### config.mk
export PLATFORM = sky130hd
export DESIGN_NAME = semaforo_ctrl_flat
export DESIGN_NICKNAME = d
export VERILOG_FILES = /design/src/rtl/semaforo_ctrl_if.sv /design/src/rtl/semaforo_ctrl.sv /design/src/flat_wrapper.sv
export SDC_FILE = /design/constraint.sdc
export NUM_CORES = 1
export LEC_CHECK = 0
export CORE_ASPECT_RATIO = 1.75
export CORE_MARGIN = 1
export CORE_UTILIZATION = 50
export CTS_CLUSTER_DIAMETER = 200
export CTS_CLUSTER_SIZE = 20
export DETAILED_ROUTE_END_ITERATION = 7
export PLACE_DENSITY = 0.73
export SLEW_MARGIN = 20
export SYNTH_ARGS = -nofsm -noshare
export SYNTH_HDL_FRONTEND = slang
export SYNTH_SLANG_ARGS = --single-unit
### constraint.sdc
create_clock -name clk -period 3.8 [get_ports clk]
set_input_delay 0.76 -clock clk [delete_from_list [all_inputs] [get_ports clk]]
set_output_delay 0.76 -clock clk [all_outputs]
set_load 0.02 [all_outputs]
### src/rtl/semaforo_ctrl_if.sv
// Request sensors and light outputs of the four-approach traffic-light controller.
// The sensor side (master) drives A..D; the controller (slave) drives the lights and phase.
interface semaforo_ctrl_if;
  logic       A;
  logic       B;
  logic       C;
  logic       D;
  logic       FA;
  logic       FB;
  logic       FC;
  logic       FD;
  logic       YA;
  logic       YB;
  logic       YC;
  logic       YD;
  logic [1:0] phase;

  modport master (
    output A, B, C, D,
    input  FA, FB, FC, FD, YA, YB, YC, YD, phase
  );

  modport slave (
    input  A, B, C, D,
    output FA, FB, FC, FD, YA, YB, YC, YD, phase
  );
endinterface

### src/rtl/semaforo_ctrl.sv
// Round-robin four-approach traffic-light controller with min/max green, yellow and all-red timing.
// Lights are registered from the next state, so there is no path from the sensors to the lamps.
module semaforo_ctrl #(
  parameter int CW          = 4,
  parameter int T_GREEN_MIN = 4,
  parameter int T_GREEN_MAX = 8,
  parameter int T_YELLOW    = 2,
  parameter int T_ALLRED    = 1
) (
  input  logic            clk,
  input  logic            rst_n,
  semaforo_ctrl_if.slave  bus
);

  typedef enum logic [1:0] {
    IDLE   = 2'd0,
    GREEN  = 2'd1,
    YELLOW = 2'd2,
    ALLRED = 2'd3
  } state_t;

  localparam logic [CW-1:0] GMIN_LAST = CW'(T_GREEN_MIN - 1);
  localparam logic [CW-1:0] GMAX_LAST = CW'(T_GREEN_MAX - 1);
  localparam logic [CW-1:0] YEL_LAST  = CW'(T_YELLOW - 1);
  localparam logic [CW-1:0] AR_LAST   = CW'(T_ALLRED - 1);

  state_t        state, state_nxt;
  logic [CW-1:0] cnt, cnt_nxt;
  logic [3:0]    pend, pend_nxt;
  logic [1:0]    grant, grant_nxt;
  logic [1:0]    ptr, ptr_nxt;
  logic [3:0]    req;
  logic [3:0]    others;
  logic          green_done;
  logic [3:0]    green;
  logic [3:0]    yellow;
  logic [1:0]    phase_q;

  // First pending approach strictly after 'from'; offset 4 wraps back to 'from' itself.
  function automatic logic [1:0] pick(input logic [3:0] p, input logic [1:0] from);
    logic [1:0] r;
    logic [1:0] idx;
    logic       found;
    r     = from;
    found = 1'b0;
    for (int i = 1; i <= 4; i++) begin
      idx = from + 2'(i);
      if (!found && p[idx]) begin
        r     = idx;
        found = 1'b1;
      end
    end
    return r;
  endfunction

  assign req        = {bus.D, bus.C, bus.B, bus.A};
  assign others     = pend & ~(4'b0001 << grant);
  assign green_done = (cnt >= GMIN_LAST) && (|others) && (!req[grant] || (cnt == GMAX_LAST));

  always_comb begin
    state_nxt = state;
    cnt_nxt   = cnt;
    grant_nxt = grant;
    ptr_nxt   = ptr;
    pend_nxt  = pend | req;
    if (state == GREEN) begin
      pend_nxt[grant] = 1'b0;
    end
    case (state)
      IDLE: begin
        if (|pend) begin
          state_nxt = GREEN;
          grant_nxt = pick(pend, ptr);
          ptr_nxt   = grant_nxt;
          cnt_nxt   = '0;
        end
      end
      GREEN: begin
        if (green_done) begin
          state_nxt = YELLOW;
          cnt_nxt   = '0;
        end else if (cnt != GMAX_LAST) begin
          cnt_nxt = cnt + CW'(1);
        end
      end
      YELLOW: begin
        if (cnt == YEL_LAST) begin
          state_nxt = ALLRED;
          cnt_nxt   = '0;
        end else begin
          cnt_nxt = cnt + CW'(1);
        end
      end
      ALLRED: begin
        if (cnt == AR_LAST) begin
          cnt_nxt = '0;
          if (|pend) begin
            state_nxt = GREEN;
            grant_nxt = pick(pend, ptr);
            ptr_nxt   = grant_nxt;
          end else begin
            state_nxt = IDLE;
          end
        end else begin
          cnt_nxt = cnt + CW'(1);
        end
      end
      default: begin
        state_nxt = IDLE;
        cnt_nxt   = '0;
      end
    endcase
  end

  always_ff @(posedge clk) begin
    if (!rst_n) begin
      state   <= IDLE;
      cnt     <= '0;
      pend    <= 4'b0000;
      grant   <= 2'd0;
      ptr     <= 2'd3;
      green   <= 4'b0000;
      yellow  <= 4'b0000;
      phase_q <= 2'd0;
    end else begin
      state   <= state_nxt;
      cnt     <= cnt_nxt;
      pend    <= pend_nxt;
      grant   <= grant_nxt;
      ptr     <= ptr_nxt;
      green   <= (state_nxt == GREEN)  ? (4'b0001 << grant_nxt) : 4'b0000;
      yellow  <= (state_nxt == YELLOW) ? (4'b0001 << grant_nxt) : 4'b0000;
      phase_q <= state_nxt;
    end
  end

  assign bus.FA    = green[0];
  assign bus.FB    = green[1];
  assign bus.FC    = green[2];
  assign bus.FD    = green[3];
  assign bus.YA    = yellow[0];
  assign bus.YB    = yellow[1];
  assign bus.YC    = yellow[2];
  assign bus.YD    = yellow[3];
  assign bus.phase = phase_q;

endmodule

### src/flat_wrapper.sv
// flat-port wrapper written by rule: the top's interface ports become plain ports
module semaforo_ctrl_flat 
#(
  parameter int CW          = 4,
  parameter int T_GREEN_MIN = 4,
  parameter int T_GREEN_MAX = 8,
  parameter int T_YELLOW    = 2,
  parameter int T_ALLRED    = 1
)
  (clk, rst_n, bus_A, bus_B, bus_C, bus_D, bus_FA, bus_FB, bus_FC, bus_FD, bus_YA, bus_YB, bus_YC, bus_YD, bus_phase);
  semaforo_ctrl_if bus_i ();
  input  logic clk;
  input  logic rst_n;
  input wire logic [$bits(bus_i.A)-1:0] bus_A;
  input wire logic [$bits(bus_i.B)-1:0] bus_B;
  input wire logic [$bits(bus_i.C)-1:0] bus_C;
  input wire logic [$bits(bus_i.D)-1:0] bus_D;
  output wire logic [$bits(bus_i.FA)-1:0] bus_FA;
  output wire logic [$bits(bus_i.FB)-1:0] bus_FB;
  output wire logic [$bits(bus_i.FC)-1:0] bus_FC;
  output wire logic [$bits(bus_i.FD)-1:0] bus_FD;
  output wire logic [$bits(bus_i.YA)-1:0] bus_YA;
  output wire logic [$bits(bus_i.YB)-1:0] bus_YB;
  output wire logic [$bits(bus_i.YC)-1:0] bus_YC;
  output wire logic [$bits(bus_i.YD)-1:0] bus_YD;
  output wire logic [$bits(bus_i.phase)-1:0] bus_phase;
  assign bus_i.A = bus_A;
  assign bus_i.B = bus_B;
  assign bus_i.C = bus_C;
  assign bus_i.D = bus_D;
  assign bus_FA = bus_i.FA;
  assign bus_FB = bus_i.FB;
  assign bus_FC = bus_i.FC;
  assign bus_FD = bus_i.FD;
  assign bus_YA = bus_i.YA;
  assign bus_YB = bus_i.YB;
  assign bus_YC = bus_i.YC;
  assign bus_YD = bus_i.YD;
  assign bus_phase = bus_i.phase;
  semaforo_ctrl #(.CW(CW), .T_GREEN_MIN(T_GREEN_MIN), .T_GREEN_MAX(T_GREEN_MAX), .T_YELLOW(T_YELLOW), .T_ALLRED(T_ALLRED)) u_core (.clk(clk), .rst_n(rst_n), .bus(bus_i));
endmodule
; Yosys cells after proc, flatten, opt, wreduce, memory -nomap -nowiden
; Cells that the tools add are included.
[classes]
n_mux = 59
bitwise_logic = 5
n_reduce_logical = 26
addsub = 4
n_eq_ne = 12
n_lt_le_gt_ge = 7
shift = 2
[op_table]
columns = cell, n
row1 = $mux W2, 17
row2 = $mux W1, 26
row3 = $mux W4, 6
row4 = $pmux W4 S4, 1
row5 = $lt A2 B3 Y1 const B, 5
row6 = $bmux W1 S2, 5
row7 = $logic_and A1 B1 Y1, 9
row8 = $and A4 B4 Y4, 2
row9 = $not A4 Y4, 2
row10 = $pmux W2 S2, 2
row11 = $pmux W2 S4, 1
row12 = $reduce_or A4 Y1, 2
row13 = $shl A1 B2 Y4 const A, 2
row14 = $logic_not A1 Y1, 7
row15 = $eq A2 B2 Y1 const B, 3
row16 = $ne A2 B1 Y1 const B, 3
row17 = $reduce_and A2 Y1, 3
row18 = $add A2 B2 Y2 const B, 2
row19 = $add A4 B1 Y4 const B, 1
row20 = $eq A2 B1 Y1 const B, 2
row21 = $eq A4 B1 Y1 const B, 1
row22 = $eq A4 B3 Y1 const B, 1
row23 = $ge A4 B2 Y1 const B, 1
row24 = $logic_not A4 Y1, 1
row25 = 10 further kinds, 10
[word_totals]
inputBits = 6
wordCells = 122
regBits = 22
out_inout_bits = 10

; Logic depth before layout (Yosys ltp)
[logic_depth]
word_depth = 26
ltp_mapped = 8

; Worst setup path before layout
; OpenSTA, ideal clock, no wires.
[synth_path]
kind = in2reg
from = in bus_D
to = reg u_core.yellow[3]
setup_time_ps = 73
path_buffers = 0
arrival_time_ps = 2238
slack_ps = 1489
path_stages = 6
path_cell_list = mux4_2 -> nor2_2 -> a31oi_1 -> o32ai_2 -> or3b_4 -> nor3_2
[synth_via]
elab_chain_len = 9
[synth_rtl]
columns = item, line_no
row1 = start: declaration, flat_wrapper.sv:17  ; input wire logic [$bits(bus_i.D)-1:0] bus_D;
row2 = $bmux W1 S2, semaforo_ctrl.sv:58  ; assign green_done = (cnt >= GMIN_LAST) && (|others) && (!req[grant] || (cnt == GMAX_LAST));
row3 = $mux W1 (implied by the code), semaforo_ctrl.sv:58
row4 = $logic_not A1 Y1, semaforo_ctrl.sv:58
row5 = $logic_or A1 B1 Y1, semaforo_ctrl.sv:58
row6 = $logic_and A1 B1 Y1, semaforo_ctrl.sv:58
row7 = $mux W2, semaforo_ctrl.sv:79  ; if (green_done) begin
row8 = $pmux W2 S4, semaforo_ctrl.sv:69  ; case (state)
row9 = $eq A2 B2 Y1, semaforo_ctrl.sv:132  ; yellow <= (state_nxt == YELLOW) ? (4'b0001 << grant_nxt) : 4'b0000;
row10 = $reduce_and A2 Y1 (no source line), -
row11 = end signal: assignment, semaforo_ctrl.sv:132
row12 = end: declaration, semaforo_ctrl.sv:36  ; logic [3:0] yellow;
; No other way between the ends. The select of a mux whose other input is x is not followed.
; A chain may end at the register's enable or synchronous reset.

; Worst setup path in the final report
; Same ends and word-level chain as after synthesis.

==> summary.txt <==
Run status
  • Outcome: finished clean

Placed design
  • Placed Instances: between 150 and 200
  • GP Congestion: 0.835
  • Hpwl dp: 2.35 mm
  • Buffers on Ports: 15

Layout
  • Finished Layout Cells: 201
  • Final core occ: 0.622
  • Area Growth Syn to Fin: 15.7%
  • N_diodes: 0
  • Fin nets: roughly 190
  • Proportion of layout cells with a drive suffix above 1: 0.0914

Floorplan
  • Core area: between 2000 and 3000 µm²
  • # IOs: 16
  • Cell Rows: 24
  • Full die area: 2930 µm²
  • Starting density of the core: 0.538
  • Die H: 70.9 µm
  • Die width: around 41 µm

Power
  • VDD IR max: 363 µV
  • Pwr Total: ~0.0007 W
  • Leak: between 0.5 and 0.6 nW
  • Cell Pwr Density: 439 nW/µm²

STA
  • Skew final: approximately 0.00098 ns
  • Max Transition Viols Final: 0
  • Setup TNS: 0 ns
  • Relative slew slack: 0.369
  • RSZ-0062 raised after global routing: false
  • Slew of the pin with the lowest slew margin: 0.938 ns
  • Tcrit/Tclk final: 0.693
  • Final Hold Viols: 0
  • Final setup viols: 0
  • Tmin final: 2.63 ns
  • Fmax: 380 MHz

Detailed routing
  • Pre-Repair DR Iteration Count: 4
  • Remaining DRCs: 0
  • Vias per inst: just over 6
  • Via Count: around 1,200
  • DRT iter0 DRCs: 61
  • Total wire length: 3.05 mm
  • Post-DR wirelength/cell: 15.2 µm
  • Post-route ant nets: 0

Synth
  • Commonest cells in the netlist: dfxtp_1, nor2_1, o21ai_0, nand2_1, inv_1
  • Post-synthesis sequential area ratio: 0.325
  • Synth Instances: 164
  • Post-synth EDFFs: 0
  • Largest cells by area after synthesis: dfxtp_1, ha_1, o21ai_0, nor2_1, nand2_1
  • Post-synth top area cell: dfxtp_1
  • Yosys top cell area share: 0.325
  • Synth Register Bits: 22
  • Synth Area per Inst: just over 8 µm²
  • Ys flop type: dfxtp_1
  • Post-synth cell types: 47
  • Syn_nets: 177
  • YS warnings: 0
  • Synthesized area: 1360 µm²
  • Count leader, synth: dfxtp_1
  • Ys async rst share: 0

Critical path
  • Setup crit start kind: input port
  • R2R Path Start: u_core.pend[0]$_SDFF_PN0_
  • Critical Path Start: bus_D
  • CP max FO: 4
  • Reg2reg path depth: 6
  • Required time worst endpoint: 4.00 ns
  • Crit path DAT: roughly 2.8 ns
  • End point of the critical path: u_core.yellow[3]$_SDFF_PN0_
  • Critical Setup Path Class: input port to flip-flop
  • Reg2Reg Setup Slack: 1.41 ns
  • RR Endpoint: u_core.yellow[3]$_SDFF_PN0_
  • Crit end category: flip-flop

GRT
  • Pin count of the biggest net entering global routing: 14
  • First-pass GRT wire length: 4.85 mm
  • Initial antenna violation count: 0
  • Vias in the first global route: 1,152
  • Grt total ovfl: 0
  • Gr usage total: 0.231

Clock tree
  • Worst skew pair latency: 0.27 ns
  • Post_cts resized: 0
  • Clk sink count: 22
  • Num CTS Buffers: 3
  • Post-CTS setup buffers: 0
  • Clock buffer depth: 2
  • Clk root buf: clkbuf_8
  • Post-CTS Hold Fix Bufs: 0
  • CTS tree: done
  • Htree depth: 1
  • Clock slew at reported path FFs: 0.08 ns

Job
  • Max Cap Viol: 0

Worst hold path
  • Hold Crit Class: flip-flop to flip-flop
==> placed cells by master, fill, tap and decap left out, drive strengths merged, types with 4 or more instances in the layout <==
cell type | synthesis | routed
o21ai | 16 | 16
nand2 | 12 | 12
nand2b | 5 | 5
nand3 | 4 | 4
clkdlybuf4s50 | 0 | 15
mux2i | 4 | 4
nor3b | 4 | 4
inv | 10 | 10
ha | 7 | 7
dfxtp | 22 | 22
nor3 | 7 | 7
nor2 | 15 | 15
a21oi | 6 | 6
a31oi | 6 | 6
==> cell type report <==
cell class                 instances  area [µm²]
fill                             225         953
multi-input combinational        124         837
clock inverter                     1        30.0
inverter                          10        37.5
sequential                        22         440
timing repair buffer              15         150
tap                               26        32.5
clock buffer                       3        41.3
==> report_power, final <==
part / internal (W) / switching [W]
clock: 0.000141 / 0.0000813
combinational: 0.0000813 / 0.000104
sequential: 0.000251 / 0.0000304
total: 0.000473 / 0.000216
==> cell families after synthesis <==
group                      count (synthesis)  synth area share
AOI/OAI and AO/OA                         48             0.240
adders and majority gates                  7            0.0646
buffers and inverters                     18            0.0581
DFF                                       22             0.325
muxes                                      7            0.0627
and+or+nand+nor                           62             0.250
==> stage by stage <==
step	setup WS (ns)	cell area [µm²]	hold WS, ns
global route	1.06	1570	0.579
floorplan	1.49	1360	0.498
detailed placement	0.907	1500	0.547
finish	1.17	1570	0.555
global placement	0.929	1500	0.519
CTS	1.17	1570	0.558
==> per-layer routing <==
layer / wire [µm] / vias up / GRT usage
met5: 0 / - / 0
met4: 57 / 0 / 0.108
met3: 109 / 6 / 0.0282
met2: 1650 / 25 / 0.392
met1: 1240 / 588 / 0.263
li1: - / 622 / -
==> critical path, stage by stage <==
cell and delay [ns]:
clkdlybuf4s50_1 0.44, mux4_2 0.50, nor2_2 0.14, a31oi_1 0.08, o32ai_2 0.31, or3b_4 0.44
nor3_2 0.16
==> flip-flops by register name (all words and copies together), names as in the netlist <==
name           count
u_core.pend        4
u_core.ptr         2
u_core.grant       2
u_core.yellow      4
u_core.cnt         4
u_core.green       4
u_core.state       2
==> how the worst min path moves through the flow <==
stage / start / endpoint / slack, ns / depth (start not counted)
after floorplan: u_core.ptr[0]$_SDFFE_PN1P_ / u_core.ptr[0]$_SDFFE_PN1P_ / 0.50 / 2
after global placement: u_core.ptr[0]$_SDFFE_PN1P_ / u_core.ptr[0]$_SDFFE_PN1P_ / 0.52 / 2
after detailed placement: u_core.cnt[1]$_SDFFE_PN0P_ / u_core.cnt[1]$_SDFFE_PN0P_ / 0.55 / 1
after CTS: u_core.ptr[0]$_SDFFE_PN1P_ / u_core.ptr[0]$_SDFFE_PN1P_ / 0.56 / 2
after global routing: u_core.ptr[0]$_SDFFE_PN1P_ / u_core.ptr[0]$_SDFFE_PN1P_ / 0.58 / 2
final: u_core.ptr[0]$_SDFFE_PN1P_ / u_core.ptr[0]$_SDFFE_PN1P_ / 0.56 / 2
Note: power is estimated with default switching activity, not from simulation.
